## config.mk

```make
export PLATFORM = sky130hd
export DESIGN_NAME = bin_to_bcd_seq
export DESIGN_NICKNAME = d
export VERILOG_FILES = /design/src/rtl/bin_to_bcd_seq.sv
export SDC_FILE = /design/constraint.sdc
export NUM_CORES = 1
export LEC_CHECK = 0
export CAP_MARGIN = 20
export CORE_ASPECT_RATIO = 0.9
export CORE_MARGIN = 2
export CORE_UTILIZATION = 35
export CTS_CLUSTER_SIZE = 40
export DETAILED_ROUTE_END_ITERATION = 10
export SLEW_MARGIN = 10
export SYNTH_ARGS = -nofsm -noshare
export SYNTH_HDL_FRONTEND = slang
export SYNTH_SLANG_ARGS = --single-unit
```

## constraint.sdc

```tcl
create_clock -name clkin -period 3.9 [get_ports clkin]
set_clock_uncertainty 0.2 [all_clocks]
set_input_delay 0.975 -clock clkin [delete_from_list [all_inputs] [get_ports clkin]]
set_output_delay 0.975 -clock clkin [all_outputs]
set_load 0.02 [all_outputs]
```

## src/rtl/bin_to_bcd_seq.sv

```systemverilog
// bin_to_bcd_seq: sequential shift-and-add-3 binary to BCD converter.
// Takes one unsigned value per start pulse. After BIN_WIDTH shift steps it
// presents registered thousands/hundreds/tens/ones digits and a one-cycle
// done pulse. Values above MAX_VALUE saturate to 9999 and set overflow.
// Optional build macro: BCD_BLANK_LEADING_EN. When it is defined, leading
// zero digits (thousands down to tens) are replaced by 4'hF at completion,
// which the display decoder shows as blank.
//
// state | meaning
// IDLE  | waiting for start; digits hold the last result
// SHIFT | add-3 then shift once per cycle until the down-counter expires

module bin_to_bcd_seq #(
  parameter int BIN_WIDTH = 14,
  parameter int MAX_VALUE = 9999
) (
  input  logic                 clkin,
  input  logic                 reset,
  input  logic                 start,
  input  logic [BIN_WIDTH-1:0] bin_in,
  output logic                 busy,
  output logic                 done,
  output logic                 overflow,
  output logic [3:0]           ones,
  output logic [3:0]           tens,
  output logic [3:0]           hundreds,
  output logic [3:0]           thousands
);

  localparam int BCD_W  = 16;
  localparam int WORK_W = BCD_W + BIN_WIDTH;
  localparam int CNT_W  = $clog2(BIN_WIDTH + 1);
  localparam logic [BIN_WIDTH-1:0] MAX_BIN = BIN_WIDTH'(MAX_VALUE);

  typedef enum logic {
    IDLE  = 1'b0,
    SHIFT = 1'b1
  } state_t;

  state_t state, state_nxt;

  // Working register: BCD field in the upper 16 bits, binary field below.
  logic [WORK_W-1:0] work;
  logic [WORK_W-1:0] work_adj;
  logic [WORK_W-1:0] work_shf;
  logic [CNT_W-1:0]  cnt;
  logic              ovf;
  logic              load;
  logic              step;
  logic              finish;
  logic [BCD_W-1:0]  dig_fin;

  assign busy = (state == SHIFT);

  // State register.
  always_ff @(posedge clkin) begin
    if (reset) begin
      state <= IDLE;
    end else begin
      state <= state_nxt;
    end
  end

  // Next-state and control strobes; terminal count is the step that takes cnt to zero.
  always_comb begin
    state_nxt = state;
    load      = 1'b0;
    step      = 1'b0;
    finish    = 1'b0;
    case (state)
      IDLE: begin
        if (start) begin
          load      = 1'b1;
          state_nxt = SHIFT;
        end
      end
      SHIFT: begin
        step = 1'b1;
        if (cnt == CNT_W'(1)) begin
          finish    = 1'b1;
          state_nxt = IDLE;
        end
      end
      default: state_nxt = IDLE;
    endcase
  end

  // Add 3 to every BCD nibble that is 5 or more, then shift left by one.
  // The binary field below the BCD nibbles is never adjusted.
  always_comb begin
    work_adj = work;
    for (int i = 0; i < 4; i++) begin
      if (work_adj[BIN_WIDTH + 4*i +: 4] >= 4'd5) begin
        work_adj[BIN_WIDTH + 4*i +: 4] = work_adj[BIN_WIDTH + 4*i +: 4] + 4'd3;
      end
    end
    work_shf = {work_adj[WORK_W-2:0], 1'b0};
  end

  // Final digit formatting: saturation first, then optional leading-zero blanking.
  always_comb begin
    if (ovf) begin
      dig_fin = 16'h9999;
    end else begin
      dig_fin = work_shf[WORK_W-1 -: BCD_W];
`ifdef BCD_BLANK_LEADING_EN
      if (dig_fin[15:12] == 4'd0) begin
        dig_fin[15:12] = 4'hF;
        if (dig_fin[11:8] == 4'd0) begin
          dig_fin[11:8] = 4'hF;
          if (dig_fin[7:4] == 4'd0) begin
            dig_fin[7:4] = 4'hF;
          end
        end
      end
`endif
    end
  end

  // Working register, step down-counter and captured overflow flag.
  always_ff @(posedge clkin) begin
    if (reset) begin
      work <= '0;
      cnt  <= '0;
      ovf  <= 1'b0;
    end else if (load) begin
      work <= {{BCD_W{1'b0}}, bin_in};
      cnt  <= CNT_W'(BIN_WIDTH);
      ovf  <= (bin_in > MAX_BIN);
    end else if (step) begin
      work <= work_shf;
      cnt  <= cnt - CNT_W'(1);
    end
  end

  // Result registers: digits and overflow only move at completion or reset.
  always_ff @(posedge clkin) begin
    if (reset) begin
      done      <= 1'b0;
      overflow  <= 1'b0;
      thousands <= 4'd0;
      hundreds  <= 4'd0;
      tens      <= 4'd0;
      ones      <= 4'd0;
    end else begin
      done <= finish;
      if (finish) begin
        overflow  <= ovf;
        thousands <= dig_fin[15:12];
        hundreds  <= dig_fin[11:8];
        tens      <= dig_fin[7:4];
        ones      <= dig_fin[3:0];
      end
    end
  end

endmodule

```

# After elaboration in Yosys (flattened, before gate mapping)
# Cells that the tools add are included.
# word_totals
regBits	54
in_bits	17
wordCells	42
output_inout_bits	19
# op_classes
n_reduce_logical	2
addsub	5
order_cmp	5
n_bitwise	1
eq_ne	1
mux	16
# ops
operator	n
$mux 14	2
$mux 4	5
$ge 4x3->1 const B	4
$mux 16	1
$gt 14x14->1 const B	1
$add 4x2->4 const B	3
$mux 1	6
$eq 4x1->1 const B	1
$sub 4x1->4 const B	1
$add 3x2->3 const B	1
$mux 3	1
$pmux 1 s2	1
$reduce_bool 2->1	1
$reduce_or 2->1	1
$not 1->1	1

# Longest topological paths before layout
# Gate-level depths: netlist of the first run.
# logic_depth
word_depth	3
ltp_mapped	6

# Worst setup path after synthesis of the first run
# OpenSTA, ideal clock, no wires.
# synth_timing
kind	in2reg
from	in reset
to	reg work[0]
setup_slack_ns	1.793
arrival_time_ns	1.775
setup_time_ns	0.132
required_time_ns	3.568
stages	4
n_path_buf	3
cell_sequence	clkbuf_1 clkbuf_1 clkbuf_1 nor3_1
# synth_rtl
item	line_no	rtl
from (decl)	18	input logic reset,
to (signal assigned)	127	work <= {{BCD_W{1'b0}}, bin_in};
to (signal assigned)	131	work <= work_shf;
to (decl)	43	logic [WORK_W-1:0] work;
# No word-level cell between the ends.

# Worst setup path after layout of the first run
# layout_timing
from	reg state, in the netlist busy
to	out busy
# layout_rtl
item	line_no	rtl
from (decl)	40	state_t state, state_nxt;
from (signal assigned)	60	state <= state_nxt;
to (decl)	21	output logic busy,
# No word-level cell between the ends.

==> flow_summary.rst, run 1 <==
.. list-table::
   :header-rows: 1

   * - Metric
     - Value
   * - Final min period
     - around 2.5 ns
   * - Cell family contributing the most delay on the critical path
     - buffers and inverters
   * - Area of the mapped netlist
     - between 2000 and 2500 um^2
   * - Most frequently used flop master after synthesis
     - sky130_fd_sc_hd__dfxtp_1
   * - Count of placed standard cells including taps
     - about 400
   * - Final worst path period share
     - 62.9%
   * - Non-filler cells, final
     - about 400
   * - Distinct cells, synth
     - 33
   * - Area grow syn2layout
     - 22.5%
   * - Seq pwr share
     - a little over half
   * - Switching power summed over all nets
     - between 0.0002 and 0.0003 W
   * - Stage delay of the slowest cell on the critical path
     - 0.61 ns
   * - Clock Power Share
     - between 30% and 40%
   * - Final #Nets
     - around 340
   * - Sinks on the clock net
     - between 50 and 60
   * - Total of hold buffers inserted after clock tree synthesis
     - 0
   * - Worst r2r path cells
     - 5
   * - Worst-case clock buffer depth
     - 2
   * - Cell type with the highest aggregate area in the netlist
     - sky130_fd_sc_hd__dfxtp_1
   * - Number of synthesis warnings
     - 0
   * - Commonest cells post-synth
     - sky130_fd_sc_hd__dfxtp_1, sky130_fd_sc_hd__nor2_1, sky130_fd_sc_hd__a21oi_1
   * - Number of flops mapped to enable cells by yosys
     - 0
   * - Sequential Area
     - between 1000 and 1500 um^2
   * - Number of detailed-routing iterations run before antenna repair
     - 5
   * - Number of global-route vias before repair
     - between 1500 and 2000
   * - Worst voltage drop across the vdd grid
     - about 150 uV
   * - Sum of buffers and inverters on the critical path
     - 1
   * - Worst R2R Start
     - busy
   * - Wire length of the first global-routing pass
     - 9320 um
   * - Pin count of the biggest net entering global routing
     - 30
   * - Share of final-layout standard cells stronger than drive strength 1
     - between 7 and 8%
   * - Post-CTS sizing
     - 0
   * - Number of endpoints failing setup at the final stage
     - 0
   * - Clock slew at the register clock pins of the worst setup and hold paths
     - 0.10 ns
   * - Clock tree from TritonCTS
     - built
   * - GR Overflow Total
     - 0
   * - Register area share after synthesis
     - 44.3%
   * - Worst hold endpoint
     - thousands[1]
   * - CP cell instances
     - clkdlybuf4s50_1
   * - Vias per inst
     - 4.95
   * - R2R setup slack
     - between 1.5 and 2 ns
   * - Later-pin clock latency in the skew report
     - around 0.30 ns
   * - Worst Setup End Kind
     - output port
   * - Share of flip-flops with an asynchronous set or reset after synthesis
     - 0%
   * - Max FO, Critical Path
     - 3
   * - Total clock buffers created by CTS
     - 5
   * - Top achievable clock speed
     - ~410 MHz
   * - Depth of the worst hold-timing path
     - 2
   * - CTS HTree Levels
     - 2
   * - Drt first-iter violations
     - about 120
   * - Kind of critical path
     - flop to output port
   * - Count leader, synth
     - sky130_fd_sc_hd__dfxtp_1
   * - Synth top area share
     - 44.3%
   * - Overall routed net length
     - 5320 um
   * - Routability congestion estimate from global placement
     - 0.755
   * - Ranking of synthesized cells by area
     - sky130_fd_sc_hd__dfxtp_1, sky130_fd_sc_hd__nor2_1, sky130_fd_sc_hd__mux2i_1
   * - Remaining DRCs
     - 0
   * - Setup Fix Bufs, Post-CTS
     - 0
   * - Count of max-cap constraint violations
     - 0
   * - Area of the die
     - approximately 7700 um^2
   * - Fillcell total
     - approximately 680
   * - Switching share of power
     - roughly a quarter
   * - Startpoint of the worst hold path
     - thousands[1]
   * - Global-route total usage across every layer
     - between 10% and 20%
   * - HPWL Detailed
     - 3730 um
   * - Pins Over Slew Limit
     - 0
   * - Required time reported for the critical path endpoint
     - roughly 2.7 ns
   * - Die Wd
     - about 92 um
   * - Initial antenna violation count
     - 0
   * - Unrepaired setup endpoints after global routing
     - no
   * - Final hold violations
     - 0
   * - Starting utilization of the core area
     - 36.6%
   * - Count of pins on the block boundary
     - 36
   * - Core Footprint
     - about 6700 um^2
   * - Number of placement rows
     - 28
   * - CP Launch Type
     - flop
   * - Average routed wire per standard cell
     - 13.3 um
   * - Slew at the pin closest to its max-slew limit
     - approximately 0.65 ns
   * - Area of combinational cells with multiple inputs
     - roughly 1200 um^2
   * - Cell count after synthesis
     - around 280
   * - Slew margin rel.
     - 56.1%
   * - Leakage power of the design
     - 1.06 nW
   * - Cell with the largest stage delay on the worst path
     - sky130_fd_sc_hd__clkdlybuf4s50_1
   * - Root cell of the clock tree
     - sky130_fd_sc_hd__clkbuf_8
   * - Vertical die dimension
     - 83.2 um
   * - Syn nets
     - 303
   * - Data arrival time at the worst-slack endpoint
     - around 1.3 ns
   * - Worst reg2reg path endpoint
     - tens[0]
   * - Result of the run
     - completed
   * - Pwr Density
     - ~370 nW/um^2
   * - IO Port Bufs
     - 35
   * - Vias after detailed routing
     - approximately 2000
   * - Logic pwr share
     - about 14%
   * - Setup slack of the critical path after layout
     - roughly 1.4 ns
   * - Cell-internal power
     - 0.000824 W
   * - Antenna Cells
     - 0
   * - Setup TNS Final
     - 0 ns
   * - Count of state elements after synthesis
     - 54
   * - Final antenna-violating net count
     - 0
   * - Post-Syn Area per Cell
     - about 9 um^2
   * - Class of the worst hold path
     - flop to flop
   * - Pre-CTS setup slack
     - around 1.1 ns
[cell families (layout without fill, tap and decap cells)]
| logic type | count (synthesis) | in the layout | share of synthesized area (%) |
|---|---|---|---|
| AND/OR/NAND/NOR | 94 | 94 | 19.8 |
| flip-flops | 54 | 54 | 44.3 |
| adder cells (fa/ha/maj) | 10 | 10 | 5.13 |
| multiplexers | 19 | 19 | 8.00 |
| AO/OA/AOI/OAI | 66 | 66 | 16.1 |
| buffers and inverters | 27 | 60 | 4.52 |
| XOR/XNOR | 6 | 6 | 2.15 |
[power by group through the flow]
stage	logic (W)	clock network, W	registers [W]
detailed placement	0.000150	0	0.000607
finish	0.000150	0.000360	0.000595
CTS	0.000151	0.000367	0.000595
global route	0.000169	0.000392	0.000599
floorplan	0.000103	0	0.000606
global placement	0.000147	0	0.000607
[state kept, by name, indices dropped and copies added, names as in the netlist]
signal	flops
busy	1
cnt	4
done	1
hundreds	4
ones	4
overflow	1
ovf	1
tens	4
thousands	4
work	30
[per-stage QoR]
stage / total power, W / area (um^2) / utilization, % / hold WS (ns)
floorplan: 0.000709 / 2440 / - / 0.258
global placement: 0.000755 / 2880 / 43.2 / 0.267
detailed placement: 0.000757 / 2880 / 43.2 / 0.265
CTS: 0.00111 / 2990 / 44.9 / 0.289
global route: 0.00116 / 2990 / 44.9 / 0.319
finish: 0.00110 / 2990 / 44.9 / 0.286
[how the worst max path moves through the flow]
stage | from | cells after the start | end
finish | busy | 1 | busy
global route | reset | 4 | work[15]
CTS | overflow | 1 | overflow
detailed placement | reset | 4 | work[28]
global placement | reset | 4 | work[24]
floorplan | reset | 4 | work[0]
[metal layers]
metal / global-route usage [%] / up-vias / part of all wire, %
met4: 4.61 / 0 / 0.81
met1: 21.6 / 910 / 51
met3: 3.36 / 2 / 3.4
li1: - / 1033 / -
met5: 0 / - / 0
met2: 21.9 / 31 / 45
[placed cells by master, fill, tap and decap left out]
master	n
sky130_fd_sc_hd__dfxtp_1	54
sky130_fd_sc_hd__nor2_1	43
sky130_fd_sc_hd__clkdlybuf4s50_1	35
sky130_fd_sc_hd__a21oi_1	27
sky130_fd_sc_hd__mux2i_1	15
sky130_fd_sc_hd__a211oi_1	14
sky130_fd_sc_hd__nand2_1	13
sky130_fd_sc_hd__inv_1	10
sky130_fd_sc_hd__ha_1	10
sky130_fd_sc_hd__nor3_1	9
sky130_fd_sc_hd__nand3b_1	8
sky130_fd_sc_hd__clkbuf_8	8
sky130_fd_sc_hd__o22ai_1	7
sky130_fd_sc_hd__nor3b_1	7
sky130_fd_sc_hd__o21ai_1	7
sky130_fd_sc_hd__xnor2_1	6
sky130_fd_sc_hd__o21ai_0	6
sky130_fd_sc_hd__buf_4	6
sky130_fd_sc_hd__nand2b_1	5
sky130_fd_sc_hd__mux2_2	4
sky130_fd_sc_hd__nor4_1	3
sky130_fd_sc_hd__inv_2	1
sky130_fd_sc_hd__a21o_1	1
sky130_fd_sc_hd__a21oi_2	1
sky130_fd_sc_hd__nor4b_4	1
sky130_fd_sc_hd__a311oi_1	1
sky130_fd_sc_hd__nand3_1	1
sky130_fd_sc_hd__o41ai_1	1
sky130_fd_sc_hd__nand4bb_1	1
sky130_fd_sc_hd__or3_4	1
sky130_fd_sc_hd__or4_1	1
sky130_fd_sc_hd__nand4_1	1
sky130_fd_sc_hd__o311ai_0	1
[layout make-up]
cell class                      instances  area share (%)
Multi-Input combinational cell        195            41.8
Inverter                               11            1.38
Sequential cell                        54            36.2
Tap cell                               90            3.77
Clock buffer                            8            3.69
Timing Repair Buffer                   41            13.2
[worst reg2reg max path: stages, from the launching register on]
cell	delay [ns]
sky130_fd_sc_hd__dfxtp_1	0.37
sky130_fd_sc_hd__buf_4	0.31
sky130_fd_sc_hd__inv_2	0.21
sky130_fd_sc_hd__nor4b_4	0.67
sky130_fd_sc_hd__nor2_1	0.09
sky130_fd_sc_hd__a211oi_1	0.21
Note: power is estimated with default switching activity, not from simulation.
==> run 2, diff against run 1 <==
Clock period 3.9 ns to 2.25 ns, I/O delays scaled along.
==> flow_summary.rst, run 2 (synthesis results as in run 1) <==
.. list-table::
   :header-rows: 1

   * - Metric
     - Value
   * - Remaining DRCs
     - 0 (unchanged)
   * - Busiest layer in global routing
     - met2 (unchanged)
   * - Area grow syn2layout
     - 25.3% (was 22.5%)
   * - Met3 GRT Util
     - 2.99% (was 3.36%)
   * - Kind of critical path
     - flop to output port (unchanged)
   * - Number of flip-flops under the largest register name
     - 30 (unchanged)
   * - CP cell instances
     - clkdlybuf4s50_1 (unchanged)
   * - Routability congestion estimate from global placement
     - 0.766 (was 0.755)
   * - Slew at the pin closest to its max-slew limit
     - 0.643 ns (was 0.655 ns)
   * - Global-route met1 utilization
     - 21.2% (was 21.6%)
   * - Average routed wire per standard cell
     - 13.6 um (was 13.3 um)
   * - Count of max-cap constraint violations
     - 0 (unchanged)
   * - Leakage power of the design
     - 1.10 nW (was 1.06 nW)
   * - Data arrival time at the worst-slack endpoint
     - 1.34 ns (was 1.28 ns)
   * - Final antenna-violating net count
     - 0 (unchanged)
   * - Worst Hold Margin
     - 0.280 ns (was 0.286 ns)
   * - Cell family contributing the most delay on the critical path
     - buffers and inverters (unchanged)
   * - Number of endpoints failing setup at the final stage
     - 0 (unchanged)
   * - Final hold violations
     - 0 (unchanged)
   * - Sum of buffers and inverters on the critical path
     - 1 (unchanged)
   * - Final worst path period share
     - between 90% and 100%
   * - Top library cells by usage in the layout, fill and taps aside
     - sky130_fd_sc_hd__dfxtp_1, sky130_fd_sc_hd__nor2_1, sky130_fd_sc_hd__clkdlybuf4s50_1 (unchanged)
   * - Slew margin rel.
     - 57.0% (was 56.1%)
   * - Initial antenna violation count
     - 0 (unchanged)
   * - Largest Register
     - work (unchanged)
   * - Area of the die
     - 7650 um^2 (unchanged)
   * - Startpoint of the worst hold path
     - thousands[2] (was thousands[1])
   * - Setup Fix Bufs, Post-CTS
     - 0 (unchanged)
   * - Non-filler cells, final
     - 408 (was 399)
   * - Leading cell type in the layout, fill and taps excluded
     - sky130_fd_sc_hd__dfxtp_1 (unchanged)
   * - Pre-CTS setup slack
     - 0.102 ns (was 1.14 ns)
   * - Vias after detailed routing
     - 2054 (was 1976)
   * - Vertical die dimension
     - 83.2 um (unchanged)
   * - Fillcell total
     - 680 (was 677)
   * - Worst reg2reg path endpoint
     - hundreds[3] (was tens[0])
   * - Pwr Density
     - 638 nW/um^2 (was 370 nW/um^2)
   * - Starting utilization of the core area
     - 36.6% (unchanged)
   * - Depth of the worst hold-timing path
     - 2 (unchanged)
   * - IO Port Bufs
     - 35 (unchanged)
   * - Count of pins on the block boundary
     - 36 (unchanged)
   * - Root cell of the clock tree
     - sky130_fd_sc_hd__clkbuf_8 (unchanged)
   * - Worst Setup End Kind
     - output port (unchanged)
   * - Total of hold buffers inserted after clock tree synthesis
     - 0 (unchanged)
   * - Unrepaired setup endpoints after global routing
     - no (unchanged)
   * - Setup slack of the critical path after layout
     - 0.144 ns (was 1.45 ns)
   * - Final #Nets
     - 344 (was 335)
   * - Worst-case clock buffer depth
     - 2 (unchanged)
   * - Clock slew at the register clock pins of the worst setup and hold paths
     - 0.10 ns (about the same)
   * - Required time reported for the critical path endpoint
     - 1.49 ns (was 2.72 ns)
   * - Top achievable clock speed
     - roughly 470 MHz
   * - HPWL Detailed
     - 4070 um (was 3730 um)
   * - Later-pin clock latency in the skew report
     - 0.30 ns (about the same)
   * - Final min period
     - approximately 2.1 ns
   * - Worst R2R Start
     - cnt[0] (was busy)
   * - Overall routed net length
     - 5550 um (was 5320 um)
   * - Placed inst area
     - 2950 um^2 (was 2880 um^2)
   * - Global-route total usage across every layer
     - 15.1% (was 14.9%)
   * - GR Util met2
     - 23.3% (was 21.9%)
   * - Antenna Cells
     - 0 (unchanged)
   * - Result of the run
     - completed (unchanged)
   * - Class of the worst hold path
     - flop to flop (unchanged)
   * - Cell with the largest stage delay on the worst path
     - sky130_fd_sc_hd__clkdlybuf4s50_1 (unchanged)
   * - Max FO, Critical Path
     - 5 (was 3)
   * - Core Footprint
     - 6660 um^2 (unchanged)
   * - Stage delay of the slowest cell on the critical path
     - 0.63 ns (was 0.61 ns)
   * - Wire length of the first global-routing pass
     - 9300 um (was 9320 um)
   * - Count of placed standard cells including taps
     - 400 (was 391)
   * - Clock tree from TritonCTS
     - built (unchanged)
   * - Sinks on the clock net
     - 54 (unchanged)
   * - Post-CTS sizing
     - 0 (unchanged)
   * - Share of final-layout standard cells stronger than drive strength 1
     - 9.43% (was 7.12%)
   * - Number of placement rows
     - 28 (unchanged)
   * - CTS HTree Levels
     - 2 (unchanged)
   * - CP Launch Type
     - flop (unchanged)
   * - Number of global-route vias before repair
     - 1912 (was 1920)
   * - R2R setup slack
     - 0.22 ns (was 1.76 ns)
   * - Pin count of the biggest net entering global routing
     - 20 (was 30)
   * - Drt first-iter violations
     - 86 (was 124)
   * - Number of detailed-routing iterations run before antenna repair
     - 4 (was 5)
   * - Pins Over Slew Limit
     - 0 (unchanged)
   * - GR Overflow Total
     - 0 (unchanged)
   * - Worst hold endpoint
     - thousands[2] (was thousands[1])
   * - Vias per inst
     - 5.03 (was 4.95)
   * - Post-route cell area
     - 3060 um^2 (was 2990 um^2)
   * - Die Wd
     - 92.0 um (unchanged)
   * - Total clock buffers created by CTS
     - 5 (unchanged)
   * - Worst voltage drop across the vdd grid
     - 322 uV (was 150 uV)
   * - Setup TNS Final
     - 0 ns (unchanged)
   * - Worst r2r path cells
     - 4 (was 5)
## run 2: worst max-delay path by stage
stage	slack, ns	endpoint	cells past startpoint	start
detailed placement	0.10	work[25]	4	reset
finish	0.14	busy	1	busy
global route	0.04	hundreds[3]	4	cnt[0]
floorplan	0.56	work[0]	4	reset
CTS	0.12	busy	1	busy
global placement	0.09	work[20]	4	reset
## run 2: routing by layer
layer	vias up	wire, um
li1	1059	-
met1	960	2790
met2	29	2520
met3	6	158
met4	0	82
met5	-	0
## run 2: area by class of cell
class                           instances  area [um^2]  area share, %
Inverter                               11         41.3           1.35
Sequential cell                        54         1080           35.4
Multi-Input combinational cell        195         1250           40.8
Timing Repair Buffer                   50          463           15.2
Clock inverter                          2         37.5           1.23
Tap cell                               90          113           3.69
Clock buffer                            6         72.6           2.38
## run 2: metrics by stage
| stage | power [W] | utilization (%) |
|---|---|---|
| 2_1_floorplan | 0.00123 | - |
| 3_3_place_gp | 0.00132 | 44.2 |
| 3_5_place_dp | 0.00133 | 44.2 |
| 4_1_cts | 0.00197 | 45.9 |
| 5_1_grt | 0.00206 | 45.9 |
| 6_report | 0.00195 | 45.9 |
## run 2: report_power, final
group / internal, W / switching, W
logic: 0.000133 / 0.000141
clock network: 0.000332 / 0.000311
registers: 0.000996 / 0.0000360
total: 0.00146 / 0.000488
